**config.mk**
```make
export PLATFORM = sky130hd
export DESIGN_NAME = dp_ram_fifo_ctrl
export DESIGN_NICKNAME = d
export VERILOG_FILES = /design/src/rtl/dp_ram_fifo_ctrl.sv
export SDC_FILE = /design/constraint.sdc
export NUM_CORES = 1
export LEC_CHECK = 0
export BUFFER_PORTS_ARGS = -buffer_cell sky130_fd_sc_hd__buf_2
export CAP_MARGIN = 20
export CORE_AREA = 2 2 93 95
export DETAILED_ROUTE_END_ITERATION = 10
export DIE_AREA = 0 0 95 97
export GPL_TIMING_DRIVEN = 0
export PLACE_DENSITY = 0.85
export REMOVE_ABC_BUFFERS = 1
export SETUP_SLACK_MARGIN = 0.4
export SLEW_MARGIN = 20
export SYNTH_ARGS = -nofsm -noshare
export SYNTH_HDL_FRONTEND = slang
export SYNTH_SLANG_ARGS = --single-unit
export TNS_END_PERCENT = 50
```
**constraint.sdc**
```tcl
create_clock -name CLK -period 4.5 [get_ports CLK]
set_input_delay 0.45 -clock CLK [delete_from_list [all_inputs] [get_ports CLK]]
set_output_delay 0.45 -clock CLK [all_outputs]
set_load 0.05 [all_outputs]
```
**src/rtl/dp_ram_fifo_ctrl.sv**
```systemverilog
// dp_ram_fifo_ctrl: single-clock FIFO controller in front of a dual-port RAM
// wrapper (read port A, write port B, 1-cycle read latency), with a 2-entry
// registered output stage feeding the pop stream.
// Optional feature macro: DP_RAM_FIFO_WR_BYPASS_EN -- issue a same-cycle read
// of the word being pushed into an empty RAM region, relying on the wrapper's
// write-bypass; push-to-pop latency drops from 3 to 2 cycles.
module dp_ram_fifo_ctrl #(
    parameter int unsigned ADDR_WIDTH = 4,
    parameter int unsigned DATA_WIDTH = 32
) (
    input  logic                    CLK,
    input  logic                    rst_n,
    input  logic                    flush,
    input  logic                    push_valid,
    output logic                    push_ready,
    input  logic [DATA_WIDTH-1:0]   push_data,
    output logic                    pop_valid,
    input  logic                    pop_ready,
    output logic [DATA_WIDTH-1:0]   pop_data,
    output logic [ADDR_WIDTH+1:0]   count,
    output logic [ADDR_WIDTH-1:0]   ram_AA,
    output logic                    ram_CEA,
    output logic [ADDR_WIDTH-1:0]   ram_AB,
    output logic                    ram_CEB,
    output logic [DATA_WIDTH-1:0]   ram_DB,
    output logic [DATA_WIDTH-1:0]   ram_BWB,
    input  logic [DATA_WIDTH-1:0]   ram_QA
);

    localparam int unsigned PW = ADDR_WIDTH + 1;
    localparam int unsigned CW = ADDR_WIDTH + 2;
    localparam logic [PW-1:0] DEPTH = PW'(1) << ADDR_WIDTH;

    logic [PW-1:0]         wr_ptr;
    logic [PW-1:0]         rd_ptr;
    logic [PW-1:0]         ram_cnt;
    logic                  inflight;
    logic [1:0]            out_cnt;
    logic [1:0]            out_occ;
    logic [DATA_WIDTH-1:0] out_buf0;
    logic [DATA_WIDTH-1:0] out_buf1;
    logic                  active;
    logic                  push_fire;
    logic                  pop_fire;
    logic                  room;
    logic                  issue;

    // Handshake and read-issue decisions, all taken from registered state
    // (plus push_valid for the optional bypass read).
    assign ram_cnt    = wr_ptr - rd_ptr;
    assign active     = rst_n & ~flush;
    assign push_ready = active & (ram_cnt != DEPTH);
    assign push_fire  = push_valid & push_ready;
    assign out_occ    = out_cnt + {1'b0, inflight};
    assign room       = (out_occ < 2'd2);

`ifdef DP_RAM_FIFO_WR_BYPASS_EN
    assign issue = active & room & ((ram_cnt != '0) | push_fire);
`else
    assign issue = active & room & (ram_cnt != '0);
`endif

    assign ram_CEA = issue;
    assign ram_AA  = rd_ptr[ADDR_WIDTH-1:0];
    assign ram_CEB = push_fire;
    assign ram_AB  = wr_ptr[ADDR_WIDTH-1:0];
    assign ram_DB  = push_data;
    assign ram_BWB = '1;

    assign pop_valid = (out_cnt != 2'd0);
    assign pop_data  = out_buf0;
    assign pop_fire  = pop_valid & pop_ready;
    assign count     = CW'(ram_cnt) + CW'(inflight) + CW'(out_cnt);

    // Pointer and read-pipeline state; flush and reset drop everything.
    always_ff @(posedge CLK) begin
        if (!rst_n || flush) begin
            wr_ptr   <= '0;
            rd_ptr   <= '0;
            inflight <= 1'b0;
        end else begin
            if (push_fire) wr_ptr <= wr_ptr + PW'(1);
            if (issue)     rd_ptr <= rd_ptr + PW'(1);
            inflight <= issue;
        end
    end

    // Output stage: returning read data enters at the tail, pops leave from the head.
    always_ff @(posedge CLK) begin
        if (!rst_n) begin
            out_cnt  <= 2'd0;
            out_buf0 <= '0;
            out_buf1 <= '0;
        end else if (flush) begin
            out_cnt <= 2'd0;
        end else begin
            unique case ({inflight, pop_fire})
                2'b10: begin
                    if (out_cnt == 2'd0) out_buf0 <= ram_QA;
                    else                 out_buf1 <= ram_QA;
                    out_cnt <= out_cnt + 2'd1;
                end
                2'b01: begin
                    out_buf0 <= out_buf1;
                    out_cnt  <= out_cnt - 2'd1;
                end
                2'b11: begin
                    if (out_cnt == 2'd1) begin
                        out_buf0 <= ram_QA;
                    end else begin
                        out_buf0 <= out_buf1;
                        out_buf1 <= ram_QA;
                    end
                end
                default: ;
            endcase
        end
    end

endmodule
```
==> results.md <==
- Avg Inst Size Synth: 8.696 sq um
- Postcts setup bufs: 0
- Max Freq: around 0.30 GHz
- WL final: 10090 um
- Synth Flop Type: dfxtp_1
- Endpoints failing setup: 0
- Final GP Congestion: 0.7898
- Pre-Repair DR Iteration Count: 4
- Commonest cells after routing, fill and taps aside: nand2_1, buf_2, dfxtp_1
- Share of the yosys chip area belonging to registers: 36.78%
- Status: finished clean
- Worst slew pin tran: 1.007 ns
- Die Wd: 95 um
- Synthesized area: 0.004192 sq mm
- Post-Synthesis Cells: 482
- Synth area leaders: dfxtp_1, buf_4, nand2_1
- I/O pin cnt: between 150 and 200
- Row cnt: 33
- Worst Path Max Fanout: 12
- Asr flop ratio synth: 0%
- Starting Density: 51.53%
- Clock Skews: about 0.0078 ns
- Yosys reg bits: 77
- Initial antenna violation count: 0
- Worst setup EP type: primary output
- Critical Path AT: 2.91 ns
- Setup TNS: 0 ns
- Routed vias: 3380
- Layout net count: 602
- Core Area: about 0.0081 sq mm
- Top cell type by total area after synthesis: dfxtp_1
- Clk Latency, worst-skew pair: approximately 0.34 ns
- Minimum clock period: 3.360 ns
- Crit path kind: register to primary output
- Slew Viols, Final: 0
- Placed Cells incl. Taps: between 600 and 700
- Fin Hold WS: 0.3661 ns
- Dpl hpwl: just over 7000 um
- Die area: 0.009215 sq mm
- Post-CTS Hold Buffers: 0
- Initial DRC count: 185
- Final Hold Viols: 0
- Hold Crit Class: input pin to register
- Max clock buf depth: 2
- Pwr dens: 585.8 mW/mm^2
- Max-cap violations: 0
- Setup ws final: between 1 and 1.5 ns
- Antenna Nets Post-Route: 0
- Area Overhead vs Synth: 8.358%
- Most common cell after layout, fill and taps aside: nand2_1
- Clk slew on worst S/H paths: 0.08 ns
- Post-DR vias/cell: approximately 5.4
- Die height: 97 um
- Share of layout cells above drive strength 1: between 20% and 30%
- Post-Layout Cell Count: 627
- CTS tree: built
- Post-synth top area share: between 30 and 40%
- YS warnings: 0
- Avg WL per Cell: 16.09 um
- Hold path start: ram_QA[0]
- DP Worst Slack: 1.504 ns
- Peak supply drop: 0.0002767 V
- Drc violations: 0
- Clk root buf: clkbuf_8
- Largest net degree at the start of global routing: 67
- Static leakage: 2.278 nW
- Clock sink count: 77
- Worst reg2reg startpoint: wr_ptr[0]
- Synth cell types: 42
- CP Launch Point: wr_ptr[0]
- Inserted Diodes: 0
- RSZ-0062 raised after global routing: false
- Num CTS Buffers: 9
- Grt ovf: 0
- Total GRT Usage: 21.77%
- H-tree levels: 3
- Max-slew headroom: 32.89%
- First-pass GRT wire length: 15820 um
- Critical Path RT: 4.05 ns
- PortBufs: 86
- Post-synth EDFFs: 0
- Resized cells post-CTS: 0
- Startpoint types: register
- Via count of the first global-routing pass: between 3000 and 4000
- Period utilization: 74.66%
## synthesized netlist by cell type, drive strengths merged, types with 6 or more instances
library cell / number
nand2: 104
buf: 78
dfxtp: 77
o211a: 33
a21boi: 32
a22oi: 32
clkbuf: 21
inv: 18
ha: 12
a21oi: 9
o21ai: 6
## metrics by stage
stage,power [mW],area (sq um),util (%)
after global placement,2.081,4214,51.81
after global routing,2.816,4542,55.84
final,2.661,4542,55.84
after detailed placement,2.171,4352,53.50
after CTS,2.687,4541,55.82
after floorplan,1.833,3652,-
## critical path, cell delays in order, from the launching register on
cell	delay, ns
dfxtp_1	0.42
inv_1	0.07
ha_1	0.19
inv_1	0.07
fa_1	0.46
nand3b_1	0.19
a211o_2	0.31
a211oi_2	0.54
nor2_1	0.09
buf_2	0.23
## layer usage
| layer | global-route usage [%] | routed length (um) |
|---|---|---|
| met5 | 7.738 | 54 |
| met4 | 7.023 | 146 |
| met3 | 9.891 | 1019 |
| met2 | 33.93 | 4710 |
| met1 | 25.97 | 4159 |
## registers in the layout (all words and copies together) (netlist names)
name and flops:
inflight 1, out_buf1 32, out_cnt 2, pop_data 32
rd_ptr 5, wr_ptr 5
## power breakdown
part | internal, mW | total (mW) | switching [mW]
sequential | 0.805 | 0.879 | 0.0743
clock | 0.253 | 0.509 | 0.256
combinational | 0.379 | 1.27 | 0.893
total | 1.44 | 2.66 | 1.22
## path summary, 6_finish.rpt
| path | endpoint | slack (ns) | cells past startpoint |
|---|---|---|---|
| setup / recovery | push_ready | 1.14 | 9 |
| hold / removal | out_buf1[0] | 0.37 | 3 |
| setup reg to reg | wr_ptr[2] | 1.82 | 9 |
| hold reg to reg | out_buf1[23] | 0.47 | 2 |
## layout make-up
type                    instances  area (sq um)
clock inverters                 6         65.06
well taps                     105         131.4
fillers                       732          3592
repair buffers                 93         544.3
inverters                      18         67.56
flip-flops and latches         77          1541
clock buffers                   9         123.9
multi-input cells             319          2068
## kinds of logic (layout without fill, tap and decap cells)
logic type | count (synthesis) | count (layout) | share of synthesized area, %
flip-flops | 77 | 77 | 36.78
adder cells (fa/ha/maj) | 15 | 15 | 5.015
multiplexers | 2 | 2 | 0.4776
XOR/XNOR | 10 | 10 | 2.269
AO/OA/AOI/OAI | 126 | 126 | 24.48
AND/OR/NAND/NOR | 134 | 134 | 13.64
other | 1 | 32 | 0.08947
buffers and inverters | 117 | 126 | 17.25
Power figures use the tool's default switching activity.
